## config.mk

```make
export PLATFORM = sky130hd
export DESIGN_NAME = instr_feeder_flat
export DESIGN_NICKNAME = d
export VERILOG_FILES = /design/src/rtl/instr_feeder_pkg.sv /design/src/rtl/instr_feeder_if.sv /design/src/rtl/instr_feeder_prog_ram.sv /design/src/rtl/instr_feeder.sv /design/src/flat_wrapper.sv
export SDC_FILE = /design/constraint.sdc
export NUM_CORES = 1
export LEC_CHECK = 0
export CORE_ASPECT_RATIO = 0.8
export CORE_UTILIZATION = 48
export DETAILED_ROUTE_END_ITERATION = 7
export GPL_ROUTABILITY_DRIVEN = 0
export HOLD_SLACK_MARGIN = 0.03
export PLACE_DENSITY = 0.63
export SLEW_MARGIN = 20
export SYNTH_ARGS = -nofsm -noshare
export SYNTH_HDL_FRONTEND = slang
export SYNTH_HIERARCHICAL = 1
export SYNTH_SLANG_ARGS = --single-unit
export TNS_END_PERCENT = 5
```

## constraint.sdc

```tcl
create_clock -name Clock -period 7.48 [get_ports Clock]
set_input_delay 0.748 -clock Clock [delete_from_list [all_inputs] [get_ports Clock]]
set_output_delay 0.748 -clock Clock [all_outputs]
set_load 0.05 [all_outputs]
```

## src/rtl/instr_feeder_pkg.sv

```systemverilog
// Shared processor definitions: word width, opcodes and the immediate-operand test.
// Feeder FSM states; HOLD exists only when FEEDER_STEP_EN is defined.
package proc_pkg;

  localparam int WORD_W = 9;

  localparam logic [2:0] OP_MV   = 3'b000;
  localparam logic [2:0] OP_MVI  = 3'b001;
  localparam logic [2:0] OP_ADD  = 3'b010;
  localparam logic [2:0] OP_SUB  = 3'b011;
  localparam logic [2:0] OP_ADDI = 3'b100;
  localparam logic [2:0] OP_SUBI = 3'b101;

  typedef enum logic [2:0] {
    S_IDLE,
    S_FETCH,
    S_IMM,
    S_WAIT,
    S_HALT
`ifdef FEEDER_STEP_EN
    , S_HOLD
`endif
  } feeder_state_t;

  function automatic logic has_imm(input logic [2:0] op);
    return (op == OP_MVI) || (op == OP_ADDI) || (op == OP_SUBI);
  endfunction

endpackage

```

## src/rtl/instr_feeder_if.sv

```systemverilog
// Feeder-to-processor link: instruction/immediate word, run request and completion strobe.
interface instr_feeder_if #(
  parameter int WORD_W = proc_pkg::WORD_W
);
  logic [WORD_W-1:0] DIN;
  logic              Run;
  logic              Done;

  modport master (output DIN, output Run, input Done);
  modport slave  (input DIN, input Run, output Done);
endinterface

```

## src/rtl/instr_feeder_prog_ram.sv

```systemverilog
// Program store: synchronous write, asynchronous read so FETCH sees the word at pc directly.
module prog_ram #(
  parameter int WORD_W = 9,
  parameter int ADDR_W = 5
) (
  input  logic              clk,
  input  logic              we,
  input  logic [ADDR_W-1:0] waddr,
  input  logic [WORD_W-1:0] wdata,
  input  logic [ADDR_W-1:0] raddr,
  output logic [WORD_W-1:0] rdata
);
  localparam int DEPTH = 2 ** ADDR_W;

  logic [WORD_W-1:0] mem [DEPTH];

  always_ff @(posedge clk) begin
    if (we) mem[waddr] <= wdata;
  end

  assign rdata = mem[raddr];

endmodule

```

## src/rtl/instr_feeder.sv

```systemverilog
// Instruction feeder for the 9-bit processor: program RAM, pc and Run/DIN sequencing.
// Optional single-step mode (step_mode/Step ports, HOLD state) under `define FEEDER_STEP_EN.
module instr_feeder
  import proc_pkg::*;
#(
  parameter int WORD_W = proc_pkg::WORD_W,
  parameter int ADDR_W = 5
) (
  input  logic              Clock,
  input  logic              Resetn,
  input  logic              wr_en,
  input  logic [ADDR_W-1:0] wr_addr,
  input  logic [WORD_W-1:0] wr_data,
  input  logic              Start,
  input  logic [ADDR_W-1:0] last_addr,
`ifdef FEEDER_STEP_EN
  input  logic              step_mode,
  input  logic              Step,
`endif
  instr_feeder_if.master    bus,
  output logic              Halted,
  output logic [ADDR_W-1:0] pc,
  output logic [7:0]        instr_cnt
);

  feeder_state_t     state;
  feeder_state_t     fetch_entry;
  logic              run;
  logic              idle_like;
  logic [WORD_W-1:0] rd_data;
  logic [ADDR_W-1:0] pc_inc;

  function automatic logic [7:0] sat_inc(input logic [7:0] v);
    return (v == 8'hFF) ? v : v + 8'd1;
  endfunction

  assign idle_like = (state == S_IDLE) || (state == S_HALT);
  assign pc_inc    = pc + 1'b1;

`ifdef FEEDER_STEP_EN
  assign fetch_entry = step_mode ? S_HOLD : S_FETCH;
`else
  assign fetch_entry = S_FETCH;
`endif

  prog_ram #(
    .WORD_W (WORD_W),
    .ADDR_W (ADDR_W)
  ) u_ram (
    .clk   (Clock),
    .we    (wr_en && idle_like),
    .waddr (wr_addr),
    .wdata (wr_data),
    .raddr (pc),
    .rdata (rd_data)
  );

  // DIN follows the async RAM read so a write landing with Start is visible in FETCH.
  assign bus.DIN = ((state == S_FETCH) || (state == S_IMM)) ? rd_data : '0;
  assign bus.Run = run;

  always_ff @(posedge Clock) begin
    if (!Resetn) begin
      state     <= S_IDLE;
      pc        <= '0;
      instr_cnt <= '0;
      run       <= 1'b0;
      Halted    <= 1'b0;
    end else begin
      run <= 1'b0;
      case (state)
        S_IDLE, S_HALT: begin
          if (Start) begin
            pc        <= '0;
            instr_cnt <= '0;
            Halted    <= 1'b0;
            state     <= fetch_entry;
            run       <= (fetch_entry == S_FETCH);
          end
        end
`ifdef FEEDER_STEP_EN
        S_HOLD: begin
          if (Step) begin
            state <= S_FETCH;
            run   <= 1'b1;
          end
        end
`endif
        S_FETCH: begin
          if (has_imm(rd_data[WORD_W-1 -: 3])) begin
            state <= S_IMM;
            pc    <= pc_inc;
          end else begin
            state <= S_WAIT;
          end
        end
        S_IMM, S_WAIT: begin
          // Done is acted on in the cycle it appears so the next FETCH meets processor T0.
          if (bus.Done) begin
            instr_cnt <= sat_inc(instr_cnt);
            if (pc == last_addr) begin
              state  <= S_HALT;
              Halted <= 1'b1;
            end else begin
              pc    <= pc_inc;
              state <= fetch_entry;
              run   <= (fetch_entry == S_FETCH);
            end
          end
        end
        default: state <= S_IDLE;
      endcase
    end
  end

endmodule

```

## src/flat_wrapper.sv

```systemverilog
// flat-port wrapper written by rule: the top's interface ports become plain ports
module instr_feeder_flat import proc_pkg::*;
#(
  parameter int WORD_W = proc_pkg::WORD_W,
  parameter int ADDR_W = 5
)
  (Clock, Resetn, wr_en, wr_addr, wr_data, Start, last_addr, Halted, pc, instr_cnt, bus_DIN, bus_Run, bus_Done);
  instr_feeder_if #(.WORD_W(WORD_W)) bus_i ();
  input  logic Clock;
  input  logic Resetn;
  input  logic wr_en;
  input  logic [ADDR_W-1:0] wr_addr;
  input  logic [WORD_W-1:0] wr_data;
  input  logic Start;
  input  logic [ADDR_W-1:0] last_addr;
  output logic Halted;
  output logic [ADDR_W-1:0] pc;
  output logic [7:0] instr_cnt;
  output wire logic [$bits(bus_i.DIN)-1:0] bus_DIN;
  output wire logic [$bits(bus_i.Run)-1:0] bus_Run;
  input wire logic [$bits(bus_i.Done)-1:0] bus_Done;
  assign bus_DIN = bus_i.DIN;
  assign bus_Run = bus_i.Run;
  assign bus_i.Done = bus_Done;
  instr_feeder #(.WORD_W(WORD_W), .ADDR_W(ADDR_W)) u_core (.Clock(Clock), .Resetn(Resetn), .wr_en(wr_en), .wr_addr(wr_addr), .wr_data(wr_data), .Start(Start), .last_addr(last_addr), .bus(bus_i), .Halted(Halted), .pc(pc), .instr_cnt(instr_cnt));
endmodule
```

==> impl_metrics.tcl <==
set metrics [dict create \
    fin_skew_ns 0.0107 \
    path_clk_slew_ns 0.06 \
    hold_viol_final 0 \
    synth-xor-area-share_pct 0.431 \
    holdPathStages 1 \
    worst-setup-path-type "reg2out" \
    synthSimpleGateAreaFrac_pct 4.49 \
    p_sw_share_pct 24.6 \
    synth_top_family_by_area "multiplexers" \
    grt_usage_pct 20.6 \
    syn_inst 585 \
    ant_nets 0 \
    max_freq_ghz 0.189 \
    synth_compound_area_share_pct 2.22 \
    viasPerCell 6.06 \
    cts_tree "done" \
    drive_gt1_share_pct 24.8 \
    cts_root_buf "clkbuf_16" \
    ys.flop_type "edfxtp_1" \
    yosysWarnings 6 \
    io_pins 48 \
    syn_nets 611 \
    max_slew_margin_pct 26.4 \
    route.detailed.drc 0 \
    seq_power_share_pct 48.0 \
    cts_hold_buf 0 \
    synth_area_sq_um 12200 \
    num_vias 5978 \
    grt_pass1_wl_um 38700 \
    clkLatencyLatePin_ns 0.55 \
    numPortBuffers 47 \
    cts.sinks 306 \
    power.switching_mw 0.998 \
    p_clk_share_pct 37.2 \
    total_power_mw 4.06 \
    muxShareOfSynthArea_pct 17.5 \
    finish.utilization_pct 56.7 \
    diodes 0 \
    p_int_mw 3.06 \
    ctsResizeCount 0 \
    worstMarginPinSlew_ns 1.10 \
    setup_tns_ns 0 \
    placementRows 51 \
    power_density_nw_per_um2 291 \
    start_util_pct 49.5 \
    wl_per_cell_um 26.4 \
    maxCapViolCount 0 \
    pwr-share-comb_pct 14.8 \
    die_x_um 180 \
    fin_crit_sh_pct 70.7 \
    cts_setup_buffers 0 \
    crit_required_ns 6.73 \
    clock_path_buffers 3 \
    synth-edff-count 288 \
    fin_nets 672 \
    min_period_ns 5.29 \
    grt_pass1_vias 5919 \
    synth.distinct_cells 47 \
    cp_max_fo 41 \
    grt_max_degree 68 \
    end_kind "output port" \
    synth_fa_ha_area_share_pct 0.205 \
    die_height_um 145 \
    totalWireLength_um 26000 \
    fillers 1816 \
    peakVddDrop_v 0.000196 \
    async_reset_ff_share_pct 0 \
    outcome "finished, final reports clean" \
    drt_pass1_iterations 4 \
    final_area_sq_um 14000 \
    yosysSeqAreaShare_pct 73.9 \
    area_growth_pct 14.5 \
    finalSetupViolations 0 \
    die_area_sq_um 26100 \
    drtIter0Drc 688 \
    numCtsBuffers 30 \
    final_max_slew_viol_count 0 \
    coreArea_sq_um 24600 \
    rsz0062_at_grt "false" \
    grt_overflow_total 0 \
    cp-start-kind "flip-flop" \
    hpwlAfterDp_um 16300 \
    ys_ff_latch 306 \
    cp.arrival_ns 4.54 \
    syn_avg_cell_area_sq_um 20.8 \
    ff2ff_path_depth 8 \
    antenna_found_initial 0 \
    h-tree-depth 1 \
    hp-class "reg2reg" \
    post_dp_cell_area_sq_um 13000 \
    power_leakage_nw 4.20 \
]
## power groups by stage
stage | Sequential, mW | Clock [mW] | Combinational [mW]
floorplan | 1.96 | 0 | 0.454
global placement | 1.99 | 0 | 0.599
detailed placement | 1.99 | 0 | 0.608
CTS | 1.95 | 1.53 | 0.609
global route | 1.96 | 1.60 | 0.642
finish | 1.95 | 1.51 | 0.601
## cell type report
type | count | area [sq um] | area share (%)
clock inverter | 20 | 206 | 1.48
clock buffer | 35 | 791 | 5.66
timing repair buffer | 56 | 518 | 3.71
tap | 318 | 398 | 2.85
multi-input combinational | 251 | 3030 | 21.7
inverter | 1 | 3.75 | 0.0269
sequential | 306 | 9020 | 64.6
## state kept, by name, summed over array words and instances, names as in the netlist
register,count
u_core/pc,5
u_core/u_ram/mem,288
u_core/state,3
u_core/instr_cnt,8
u_core/Halted,1
u_core/bus.Run,1
## synthesized netlist by cell type (4+ instances only)
cell type    n  area (sq um)
a21oi_1      6          30.0
and2_1      10          62.6
and3_1       4          25.0
buf_1        8          30.0
buf_4        8          60.1
clkbuf_1     6          22.5
dfxtp_1     18           360
edfxtp_1   288          8650
mux2_2       9           101
mux4_2      90          2030
nand2_1     12          45.0
nand3_1     13          65.1
nand3b_1     7          52.6
nor2_1      38           143
o21ai_0     10          50.1
o32ai_1      4          35.0
xnor2_1      6          52.6
## kinds of logic after synthesis
group / count (synthesis)
buf+inv: 28
compound gates: 37
xor+xnor: 6
flops: 306
fa+ha+maj: 2
mux: 100
simple gates: 106
## placed cells by master, fill, tap and decap left out, types with 4 or more instances in the layout
master             n
a21oi_1            6
and2_1            10
and3_1             4
buf_2              4
buf_4              9
bufinv_16          4
clkbuf_1           4
clkbuf_16         31
clkdlybuf4s50_1   43
clkinv_1           8
clkinv_2           5
dfxtp_1           16
edfxtp_1         288
mux2_2             9
mux4_2            90
nand2_1           12
nand3_1           13
nand3b_1           7
nor2_1            38
o21ai_0           10
o32ai_1            4
xnor2_1            6
## critical path: stages, from the launching register on
cell,delay [ns]
dfxtp_4,0.84
buf_4,0.74
mux4_2,0.64
mux4_2,0.52
mux2_2,0.31
and2_1,0.16
clkdlybuf4s50_1,0.69
## stage by stage
stage / setup WS [ns] / std cells / hold WS [ns]
floorplan: 3.95 / 585 / 0.622
global placement: 2.67 / 932 / 0.471
detailed placement: 2.65 / 932 / 0.497
CTS: 2.07 / 987 / 0.510
global route: 1.93 / 987 / 0.540
finish: 2.19 / 987 / 0.507
## per-layer routing
metal  part of all wire [%]  global-route usage [%]  vias up
met2                     46                    31.8      223
met4                    1.4                    3.69        0
met1                     45                    30.8     3154
met5                      0                       0        -
li1                       -                       -     2570
met3                    7.7                    4.51       31
## path summary, 6_finish.rpt
check | from | endpoint | slack (ns)
worst max-delay path | u_core/pc[0] | bus_DIN[7] | 2.19
worst min-delay path | u_core/instr_cnt[7] | u_core/instr_cnt[7] | 0.51
worst max register to register | u_core/pc[0] | u_core/pc[0] | 3.35
worst min register to register | u_core/instr_cnt[7] | u_core/instr_cnt[7] | 0.51
Note: power is estimated with default switching activity, not from simulation.
